--- src/rtl/hazard_ctrl_if.sv ---
`default_nettype none
// ============================================================================
// hazard_ctrl_if : hazard inputs, pipeline control outputs and perf counters
//                  exchanged between the 5-stage pipeline and hazard_ctrl.
// Revision 1.0
// ============================================================================
interface hazard_ctrl_if #(
    parameter int REG_W = 5,
    parameter int CNT_W = 32
) ();
    logic [REG_W-1:0] IFID_rs1_i;
    logic [REG_W-1:0] IFID_rs2_i;
    logic [REG_W-1:0] IDEX_rd_i;
    logic             IDEX_MemRead_i;
    logic             Branch_taken_i;
    logic             imem_ready_i;
    logic             dmem_req_i;
    logic             dmem_ready_i;
    logic             PCWrite_o;
    logic             IFID_Stall_o;
    logic             IFID_Flush_o;
    logic             IDEX_Bubble_o;
    logic             Freeze_o;
    logic [CNT_W-1:0] stall_cnt_o;
    logic [CNT_W-1:0] flush_cnt_o;
    logic             wait_err_o;

    // Pipeline side: reports hazards, consumes control decisions
    modport master (
        output IFID_rs1_i, IFID_rs2_i, IDEX_rd_i, IDEX_MemRead_i,
        output Branch_taken_i, imem_ready_i, dmem_req_i, dmem_ready_i,
        input  PCWrite_o, IFID_Stall_o, IFID_Flush_o, IDEX_Bubble_o, Freeze_o,
        input  stall_cnt_o, flush_cnt_o, wait_err_o
    );

    // Controller side
    modport slave (
        input  IFID_rs1_i, IFID_rs2_i, IDEX_rd_i, IDEX_MemRead_i,
        input  Branch_taken_i, imem_ready_i, dmem_req_i, dmem_ready_i,
        output PCWrite_o, IFID_Stall_o, IFID_Flush_o, IDEX_Bubble_o, Freeze_o,
        output stall_cnt_o, flush_cnt_o, wait_err_o
    );
endinterface
`default_nettype wire

--- src/rtl/hazard_ctrl.sv ---
`default_nettype none
// ============================================================================
// hazard_ctrl : fixed-priority pipeline hazard controller with stall/flush
//               counters and a data-memory wait watchdog.
// Revision 1.0
// ============================================================================
module hazard_ctrl #(
    parameter int REG_W    = 5,
    parameter int CNT_W    = 32,
    parameter int MAX_WAIT = 64
) (
    input  wire logic        clk_i,
    input  wire logic        rst_i,
    hazard_ctrl_if.slave     hz
);
    localparam logic [7:0] c_max_wait = 8'(MAX_WAIT);
    localparam logic [7:0] c_wait_sat = 8'hFF;

    typedef enum logic [0:0] {
        RUN   = 1'b0,
        DWAIT = 1'b1
    } state_t;

    state_t           r_state;
    state_t           w_state_nxt;
    logic [7:0]       r_wait_cnt;
    logic [7:0]       w_wait_cnt_nxt;
    logic [CNT_W-1:0] r_stall_cnt;
    logic [CNT_W-1:0] r_flush_cnt;
    logic             r_wait_err;

    logic w_dmem_miss;
    logic w_load_use;
    logic w_pc_write;
    logic w_ifid_stall;
    logic w_ifid_flush;
    logic w_idex_bubble;
    logic w_freeze;
    logic w_branch_flush;
    logic w_err_set;

    always_comb begin
        w_dmem_miss = hz.dmem_req_i & ~hz.dmem_ready_i;
        w_load_use  = hz.IDEX_MemRead_i & (hz.IDEX_rd_i != REG_W'(0)) &
                      ((hz.IDEX_rd_i == hz.IFID_rs1_i) | (hz.IDEX_rd_i == hz.IFID_rs2_i));
    end

    always_comb begin
        w_pc_write     = 1'b1;
        w_ifid_stall   = 1'b0;
        w_ifid_flush   = 1'b0;
        w_idex_bubble  = 1'b0;
        w_freeze       = 1'b0;
        w_branch_flush = 1'b0;
        if (rst_i) begin
            w_pc_write   = 1'b0;
            w_ifid_flush = 1'b1;
        end else if (w_dmem_miss) begin
            w_pc_write   = 1'b0;
            w_ifid_stall = 1'b1;
            w_freeze     = 1'b1;
        end else if (w_load_use) begin
            // A branch in ID may depend on the load, so it waits a cycle
            w_pc_write    = 1'b0;
            w_ifid_stall  = 1'b1;
            w_idex_bubble = 1'b1;
        end else if (hz.Branch_taken_i) begin
            w_ifid_flush   = 1'b1;
            w_branch_flush = 1'b1;
        end else if (!hz.imem_ready_i) begin
            w_pc_write   = 1'b0;
            w_ifid_flush = 1'b1;
        end
    end

    always_comb begin
        w_state_nxt    = r_state;
        w_wait_cnt_nxt = r_wait_cnt;
        case (r_state)
            RUN: begin
                if (w_dmem_miss) begin
                    w_state_nxt    = DWAIT;
                    w_wait_cnt_nxt = 8'd1;
                end
            end
            DWAIT: begin
                if (w_dmem_miss) begin
                    w_wait_cnt_nxt = (r_wait_cnt == c_wait_sat) ? c_wait_sat
                                                                : r_wait_cnt + 8'd1;
                end else begin
                    w_state_nxt    = RUN;
                    w_wait_cnt_nxt = 8'd0;
                end
            end
            default: begin
                w_state_nxt    = RUN;
                w_wait_cnt_nxt = 8'd0;
            end
        endcase
        // The counter holds the number of miss cycles seen so far including
        // this one, so the flag arms on the edge closing the MAX_WAIT-th miss.
        w_err_set = w_dmem_miss & (w_wait_cnt_nxt >= c_max_wait);
    end

    always_ff @(posedge clk_i) begin
        if (rst_i) begin
            r_state     <= RUN;
            r_wait_cnt  <= 8'd0;
            r_stall_cnt <= '0;
            r_flush_cnt <= '0;
            r_wait_err  <= 1'b0;
        end else begin
            r_state    <= w_state_nxt;
            r_wait_cnt <= w_wait_cnt_nxt;
            if (!w_pc_write && (r_stall_cnt != '1)) begin
                r_stall_cnt <= r_stall_cnt + CNT_W'(1);
            end
            if (w_branch_flush && (r_flush_cnt != '1)) begin
                r_flush_cnt <= r_flush_cnt + CNT_W'(1);
            end
            if (w_err_set) begin
                r_wait_err <= 1'b1;
            end
        end
    end

    assign hz.PCWrite_o     = w_pc_write;
    assign hz.IFID_Stall_o  = w_ifid_stall;
    assign hz.IFID_Flush_o  = w_ifid_flush;
    assign hz.IDEX_Bubble_o = w_idex_bubble;
    assign hz.Freeze_o      = w_freeze;
    assign hz.stall_cnt_o   = r_stall_cnt;
    assign hz.flush_cnt_o   = r_flush_cnt;
    assign hz.wait_err_o    = r_wait_err;

endmodule
`default_nettype wire

--- src/flat_wrapper.sv ---
// flat-port wrapper written by rule: the top's interface ports become plain ports
module hazard_ctrl_flat 
#(
    parameter int REG_W    = 5,
    parameter int CNT_W    = 32,
    parameter int MAX_WAIT = 64
)
  (clk_i, rst_i, hz_IFID_rs1_i, hz_IFID_rs2_i, hz_IDEX_rd_i, hz_IDEX_MemRead_i, hz_Branch_taken_i, hz_imem_ready_i, hz_dmem_req_i, hz_dmem_ready_i, hz_PCWrite_o, hz_IFID_Stall_o, hz_IFID_Flush_o, hz_IDEX_Bubble_o, hz_Freeze_o, hz_stall_cnt_o, hz_flush_cnt_o, hz_wait_err_o);
  hazard_ctrl_if #(.REG_W(REG_W), .CNT_W(CNT_W)) hz_i ();
  input  wire logic clk_i;
  input  wire logic rst_i;
  input wire logic [$bits(hz_i.IFID_rs1_i)-1:0] hz_IFID_rs1_i;
  input wire logic [$bits(hz_i.IFID_rs2_i)-1:0] hz_IFID_rs2_i;
  input wire logic [$bits(hz_i.IDEX_rd_i)-1:0] hz_IDEX_rd_i;
  input wire logic [$bits(hz_i.IDEX_MemRead_i)-1:0] hz_IDEX_MemRead_i;
  input wire logic [$bits(hz_i.Branch_taken_i)-1:0] hz_Branch_taken_i;
  input wire logic [$bits(hz_i.imem_ready_i)-1:0] hz_imem_ready_i;
  input wire logic [$bits(hz_i.dmem_req_i)-1:0] hz_dmem_req_i;
  input wire logic [$bits(hz_i.dmem_ready_i)-1:0] hz_dmem_ready_i;
  output wire logic [$bits(hz_i.PCWrite_o)-1:0] hz_PCWrite_o;
  output wire logic [$bits(hz_i.IFID_Stall_o)-1:0] hz_IFID_Stall_o;
  output wire logic [$bits(hz_i.IFID_Flush_o)-1:0] hz_IFID_Flush_o;
  output wire logic [$bits(hz_i.IDEX_Bubble_o)-1:0] hz_IDEX_Bubble_o;
  output wire logic [$bits(hz_i.Freeze_o)-1:0] hz_Freeze_o;
  output wire logic [$bits(hz_i.stall_cnt_o)-1:0] hz_stall_cnt_o;
  output wire logic [$bits(hz_i.flush_cnt_o)-1:0] hz_flush_cnt_o;
  output wire logic [$bits(hz_i.wait_err_o)-1:0] hz_wait_err_o;
  assign hz_i.IFID_rs1_i = hz_IFID_rs1_i;
  assign hz_i.IFID_rs2_i = hz_IFID_rs2_i;
  assign hz_i.IDEX_rd_i = hz_IDEX_rd_i;
  assign hz_i.IDEX_MemRead_i = hz_IDEX_MemRead_i;
  assign hz_i.Branch_taken_i = hz_Branch_taken_i;
  assign hz_i.imem_ready_i = hz_imem_ready_i;
  assign hz_i.dmem_req_i = hz_dmem_req_i;
  assign hz_i.dmem_ready_i = hz_dmem_ready_i;
  assign hz_PCWrite_o = hz_i.PCWrite_o;
  assign hz_IFID_Stall_o = hz_i.IFID_Stall_o;
  assign hz_IFID_Flush_o = hz_i.IFID_Flush_o;
  assign hz_IDEX_Bubble_o = hz_i.IDEX_Bubble_o;
  assign hz_Freeze_o = hz_i.Freeze_o;
  assign hz_stall_cnt_o = hz_i.stall_cnt_o;
  assign hz_flush_cnt_o = hz_i.flush_cnt_o;
  assign hz_wait_err_o = hz_i.wait_err_o;
  hazard_ctrl #(.REG_W(REG_W), .CNT_W(CNT_W), .MAX_WAIT(MAX_WAIT)) u_core (.clk_i(clk_i), .rst_i(rst_i), .hz(hz_i));
endmodule
--- config.mk ---
export PLATFORM = sky130hd
export DESIGN_NAME = hazard_ctrl_flat
export DESIGN_NICKNAME = d
export VERILOG_FILES = /design/src/rtl/hazard_ctrl_if.sv /design/src/rtl/hazard_ctrl.sv /design/src/flat_wrapper.sv
export SDC_FILE = /design/constraint.sdc
export NUM_CORES = 1
export LEC_CHECK = 0
export CAP_MARGIN = 40
export CORE_MARGIN = 2
export CORE_UTILIZATION = 50
export CTS_BUF_LIST = sky130_fd_sc_hd__clkbuf_8
export CTS_CLUSTER_DIAMETER = 200
export DETAILED_ROUTE_END_ITERATION = 16
export GPL_TIMING_DRIVEN = 0
export PLACE_DENSITY = 0.9
export RECOVER_POWER = 100
export SETUP_SLACK_MARGIN = 0.1
export SLEW_MARGIN = 20
export SYNTH_ARGS = -nofsm -noshare
export SYNTH_HDL_FRONTEND = slang
export SYNTH_SLANG_ARGS = --single-unit
--- constraint.sdc ---
create_clock -name clk_i -period 4.6 [get_ports clk_i]
set_clock_uncertainty 0.05 [all_clocks]
set_input_delay 1.38 -clock clk_i [delete_from_list [all_inputs] [get_ports clk_i]]
set_output_delay 1.38 -clock clk_i [all_outputs]
set_load 0.03 [all_outputs]
==> results of run 1 <==
[routing by layer]
| layer | share of wire (%) | routed length, um | global-route usage, % | up-vias |
|---|---|---|---|---|
| met4 | 2.0 | 242 | 10.63 | 0 |
| met1 | 39 | 4712 | 32.21 | 2132 |
| li1 | - | - | - | 2129 |
| met5 | 0 | 0 | 0 | - |
| met2 | 51 | 6101 | 47.98 | 234 |
| met3 | 8.1 | 981 | 5.507 | 32 |
[registers in the layout, summed over array words and instances (netlist names)]
register,count
u_core.hz.flush_cnt_o,32
u_core.hz.stall_cnt_o,32
u_core.hz.wait_err_o,1
u_core.r_wait_cnt,8
u_core.r_state,1
[where the power goes]
group / internal [mW] / leakage, nW / switching, mW
registers: 0.644 / 0.597 / 0.00525
logic: 0.0469 / 1.26 / 0.0740
clock network: 0.206 / 0.0892 / 0.254
total: 0.897 / 1.94 / 0.334
[cells in the mapped netlist (all sizes together)]
master / number
o21a: 4
nor3: 7
clkbuf: 14
or3: 15
a31o: 1
dfxtp: 74
nor4b: 1
and3: 9
mux2: 11
a21oi: 56
o31ai: 28
o22a: 1
ha: 3
inv: 12
nand2b: 3
a22oi: 2
xnor2: 10
o31a: 4
nand3b: 1
nand3: 25
or4: 30
nand4: 24
a31oi: 1
o311ai: 1
and2: 3
nor4: 9
buf: 12
nand2: 37
a211o: 3
nor3b: 4
nor2: 39
a21o: 2
or4b: 1
and4: 3
nand4b: 1
nor2b: 12
o21ai: 24
o211ai: 4
o41ai: 3
a211oi: 3
or3b: 1
o22ai: 2
or2: 3
[repair_timing]
| action | 4_1_cts | 5_1_grt |
|---|---|---|
| resized for setup | 40 | 4 |
| setup buffers | 4 | 1 |
| endpoints found under the hold margin | 0 | 0 |
| hold buffers | 0 | 0 |
| pin swaps | 2 | 5 |
| endpoints found under the setup margin | 5 | 3 |
[per-stage QoR]
step / TNS [ns] / power (mW) / worst slack, ns / area [um^2] / utilization [%]
after global placement: -4.255 / 0.7801 / -1.023 / 5122 / 65.61
after detailed placement: -4.213 / 0.7840 / -1.076 / 5122 / 65.61
after floorplan: 0 / 0.7287 / 0.1929 / 4084 / -
after CTS: 0 / 1.230 / 0.1040 / 5325 / 68.21
final: 0 / 1.231 / 0.1426 / 5311 / 68.03
after global routing: 0 / 1.270 / 0.08333 / 5311 / 68.03
[layout make-up]
type	count	area, um^2	share of cell area, %
Multi-Input combinational cell	391	2454	46.20
Sequential cell	74	1481	27.89
Timing Repair Buffer	96	928.4	17.48
Clock buffer	10	137.6	2.591
Tap cell	102	127.6	2.403
Buffer	23	103.9	1.955
Inverter	12	45.04	0.8481
Clock inverter	6	33.78	0.6360
[worst max-delay path by stage]
stage / start / end / slack (ns) / cells after the start
2_1_floorplan: rst_i / hz_IFID_Flush_o / 0.19 / 5
3_3_place_gp: hz_IDEX_rd_i[0] / hz_PCWrite_o / -1.02 / 8
3_5_place_dp: hz_IDEX_rd_i[0] / hz_PCWrite_o / -1.08 / 8
4_1_cts: hz_IDEX_rd_i[0] / hz_PCWrite_o / 0.10 / 8
5_1_grt: hz_dmem_ready_i / hz_PCWrite_o / 0.08 / 7
6_report: hz_IDEX_rd_i[0] / hz_IFID_Flush_o / 0.14 / 8
[worst min-delay path, cell delays in order (launching register included)]
cell,delay (ns)
dfxtp_1,0.34
nand2_1,0.07
a21oi_1,0.05
[kinds of logic after synthesis]
logic type | after synthesis | synth area share, %
xor+xnor | 10 | 2.145
flops | 74 | 36.27
mux | 11 | 3.033
compound gates | 139 | 21.39
simple gates | 228 | 32.48
fa+ha+maj | 3 | 0.9192
buf+inv | 38 | 3.768
==> impl_metrics.toml, run 1 <==
[critical_path]
criticalPathCategory = "in2out"
cp_cell_sequence = "dlygate4sd2_1 -> or4_1 -> o21ai_4 -> inv_2 -> nand2_1 -> a21oi_1 -> a21oi_1 -> buf_4"
reg2reg_to = "u_core.hz.flush_cnt_o[2]"
r2r-start = "u_core.hz.flush_cnt_o[12]"
cp-end-kind = "primary output"
crit_top_cell = "a21oi_1"
cp-start-kind = "primary input"
r2r_slack_ns = 1.61
cp_data_required_time_ns = 3.17
ff2ff_path_depth = 8
cp_data_arrival_time_ns = 3.03
cp_slowest_stage_delay_ns = 0.58
crit_buf_inv = 3
crit_family = "simple AND/OR/NAND/NOR gates"
critPathSlowestCell = "or4_1"
path_max_fanout = 4

[drt]
wl_um = 12040
via_per_inst = 6.340
vias = 4527
drc = 0
antenna_left = 0
detail_route.first_pass.iterations = 5
drt-initial-drc-count = 392
avgRoutedWirePerCell_um = 16.86

[run_status]
status = "complete, no violations"

[cells_and_area]
layout.cells.non_filler = 714
final_cell_mix = "dfxtp_1 (74), dlygate4sd3_1 (66), a21oi_1 (56)"
final_common_cell = "dfxtp_1"
area_growth_pct = 30.06
diodes = 0
post_route_cells_drive_above_1_share_pct = 9.314
nNetsFinal = 632
num-fill-cells = 645

[clock_tree]
cts_made_buffers = 9
htree_num_levels = 3
cts_tree = "yes"
cts_root_buffer = "clkbuf_8"
clk_pin_slew_ns = 0.08
clock_latency_ns = 0.36
cts_sinks = 74
cts.path.max_buffers = 2

[die]
initial_core_util_pct = 52.31
die_w_um = 94.38
core-area_um2 = 7807
die_y_um = 94.38
placementRows = 32
die_area_um2 = 8907
ios = 92

[grt]
antenna_found_initial = 0
grt_usage_pct = 27.12
grt_pass1_wl_um = 19320
grt_remaining_overflow = 0
grt_max_degree = 20
grt_pass1_vias = 4195

[timing]
min_period_over_period_pct = 96.90
fin_crit_ns = 4.457
fmax_ghz = 0.2243
worst_pin_slew_ns = 0.7397
maxSlewHeadroom_pct = 50.31
hold_viol_final = 0
rsz0062_at_grt = "true"
finalMaxSlewViolations = 0
holdWs_ns = 0.4481
finalSetupViolations = 0

[placed_design]
dp_hpwl_um = 8828
place_congestion = 0.8608
numPlacedInstances = 696
portBuffers = 91

[min_path]
min_from = "u_core.r_wait_cnt[1]"
holdPathEnd = "u_core.r_wait_cnt[1]"
min_path_cells = 2
min_path_type = "reg2reg"

[synthesis]
yosysTopAreaCell = "dfxtp_1"
synth_area_um2 = 4084
avgSynthCellArea_um2 = 8.119
ys_ff_latch = 74
seq_area_frac_synth_pct = 36.27
syn_nets = 528
yosysTopAreaCellShare_pct = 36.27
synthCells = 503
yosys_warnings = 0
yosys-top-cells-area = "dfxtp_1 (36%), a21oi_1 (6.9%), or4_1 (5.3%), o31ai_1 (5.1%), nor2_1 (3.6%)"
netlist-cell-type-count = 58

[power_and_ir_drop]
power.leakage_nw = 1.943
power_density_nw_per_um2 = 231.7
irDropWorstVdd_mv = 0.1832

[run]
cap_viol_max_count = 0
(Power assumes the default switching activity.)
==> run 2, diff against run 1 <==
- clock period: 4.6 -> 4.5 ns (I/O delays scaled with it)
==> run 2 against run 1 <==
Net effect: critical path depth decreased by 3; sequential share of layout area is 0.32 points lower; first-iteration DRC count increased by 24%; sequential power increased by 2%; clock power is 2% higher; sequential cell count is the same; routed wire length is 2.4% higher; global-route usage unchanged; non-clock buffer count up 4; combinational power increased by 8%; die area unchanged; largest power group unchanged.
==> impl_metrics.toml, run 2 (synthesized netlist as in run 1, its figures left out) <==
[timing]
tns_ns = 0
hold_viol_final = 0
fin_crit_ns = 4.415
finalMaxSlewViolations = 0
finalSetupViolations = 0
worst_pin_slew_ns = 0.7756
fmax_ghz = 0.2265
min_period_over_period_pct = 98.12
maxSlewHeadroom_pct = 47.89
rsz0062_at_grt = "true"

[cells_and_area]
num-fill-cells = 624
final_cell_mix = "dfxtp_1 (74), dlygate4sd3_1 (67), a21oi_1 (56)"
post_route_cells_drive_above_1_share_pct = 10.23
diodes = 0
stdcell_area_um2 = 5374
nNetsFinal = 636
layout.cells.non_filler = 718
area_growth_pct = 31.59
final_common_cell = "dfxtp_1"

[clock_tree]
htree_num_levels = 3
cts_tree = "yes"
cts_hold_buf = 0
cts_made_buffers = 9
cts_sinks = 74
cts_root_buffer = "clkbuf_8"
cts.path.max_buffers = 2
clk_pin_slew_ns = 0.08
clock_latency_ns = 0.36

[drt]
route.met2.wl_um = 6177
via_per_inst = 6.407
detail_route.first_pass.iterations = 6
wl_um = 12330
drt-initial-drc-count = 486
top_layer = "met4"
antenna_left = 0
vias = 4600
drc = 0
avgRoutedWirePerCell_um = 17.17
met1_length_um = 4808
wl_met3_um = 1006

[grt]
grt_max_degree = 20
grt_usage_pct = 27.12
antenna_found_initial = 0
grt_remaining_overflow = 0
grt_pass1_wl_um = 19290
grt_pass1_vias = 4191

[min_path]
min_path_cells = 2
holdPathEnd = "u_core.r_wait_cnt[1]"
min_from = "u_core.r_wait_cnt[1]"
min_path_type = "reg2reg"

[die]
die_w_um = 94.38
die_y_um = 94.38
die_area_um2 = 8907
placementRows = 32
ios = 92
initial_core_util_pct = 52.31
core-area_um2 = 7807

[power_and_ir_drop]
irDropWorstVdd_mv = 0.1821
total_power_mw = 1.263
power.leakage_nw = 2.010
power_density_nw_per_um2 = 235.0

[placed_design]
numPlacedInstances = 696
portBuffers = 91
place_congestion = 0.8608
dpl-instance-area_um2 = 5122
dp_hpwl_um = 8828

[critical_path]
reg2reg_to = "u_core.hz.flush_cnt_o[11]"
criticalPathCategory = "in2out"
cp-start-kind = "primary input"
cp-end-kind = "primary output"
cp_slowest_stage_delay_ns = 0.61
cp_data_required_time_ns = 3.10
cp_cell_sequence = "dlygate4sd3_1 -> clkbuf_2 -> clkbuf_4 -> nor3_1 -> clkbuf_2"
r2r_slack_ns = 1.66
cp_data_arrival_time_ns = 3.02
ff2ff_path_depth = 8
crit_family = "buffers and inverters"
critPathSlowestCell = "dlygate4sd3_1"
crit_buf_inv = 4
crit_top_cell = "clkbuf_2"
path_max_fanout = 19
r2r-start = "u_core.hz.flush_cnt_o[12]"

[run_status]
status = "complete, no violations"

[run]
cap_viol_max_count = 0
==> run 2: cell types whose count changed in the layout (fill, tap and decap cells not counted), sizes merged <==
cell           previous run  this run
dlymetal6s2s              1         6
clkdlybuf4s15             0         1
dlygate4sd2               6         4
dlygate4sd3              66        67
clkdlybuf4s25             0         1
clkdlybuf4s50            14         8
buf                      11        15
==> run 2: worst max path at each step <==
stage                     start                to  slack (ns)  depth (start not counted)
2_1_floorplan             rst_i   hz_IFID_Flush_o        0.15                          5
3_3_place_gp    hz_IDEX_rd_i[0]      hz_PCWrite_o       -1.06                          8
3_5_place_dp    hz_IDEX_rd_i[0]      hz_PCWrite_o       -1.12                          8
4_1_cts        hz_IFID_rs2_i[3]      hz_PCWrite_o         0.1                          9
5_1_grt         hz_IDEX_rd_i[0]   hz_IFID_Flush_o        0.05                          8
6_report                  rst_i  hz_IDEX_Bubble_o        0.08                          5
==> run 2: worst min-delay path, delay by kind of cell (launching register included) <==
kind | cells | cell delay, ns
AO/OA/AOI/OAI | 1 | 0.05
flip-flops | 1 | 0.34
AND/OR/NAND/NOR | 1 | 0.07
==> run 2: cell type report <==
cell class	instances	area [um^2]	area share, %
Timing Repair Buffer	99	958.4	17.83
Multi-Input combinational cell	391	2460	45.77
Sequential cell	74	1481	27.57
Inverter	12	45.04	0.8382
Tap cell	102	127.6	2.375
Clock buffer	10	137.6	2.561
Buffer	24	130.1	2.421
Clock inverter	6	33.78	0.6286
==> run 2: layer usage <==
metal	up-vias	GRT usage, %
li1	2136	-
met1	2143	32.36
met2	278	48.10
met3	43	5.427
met4	0	10.14
met5	-	0
==> run 2: power by group <==
group	switching (mW)	internal, mW
sequential	0.00549	0.659
clock	0.258	0.210
combinational	0.0788	0.0519
total	0.342	0.921
==> run 2: timing repair <==
| action | CTS | global route |
|---|---|---|
| resized for setup | 44 | 12 |
| setup endpoints to repair | 5 | 5 |
| pin swaps | 3 | 11 |
| endpoints found under the hold margin | 0 | 0 |
| buffers inserted | 4 | 4 |
==> run 2: metrics by stage <==
stage / setup WS [ns] / hold WS, ns / utilization [%]
after floorplan: 0.1529 / 0.3992 / -
after global placement: -1.063 / 0.4112 / 65.61
after detailed placement: -1.116 / 0.4366 / 65.61
after CTS: 0.09846 / 0.4481 / 68.30
after global routing: 0.04956 / 0.4853 / 68.83
final: 0.08471 / 0.4474 / 68.83
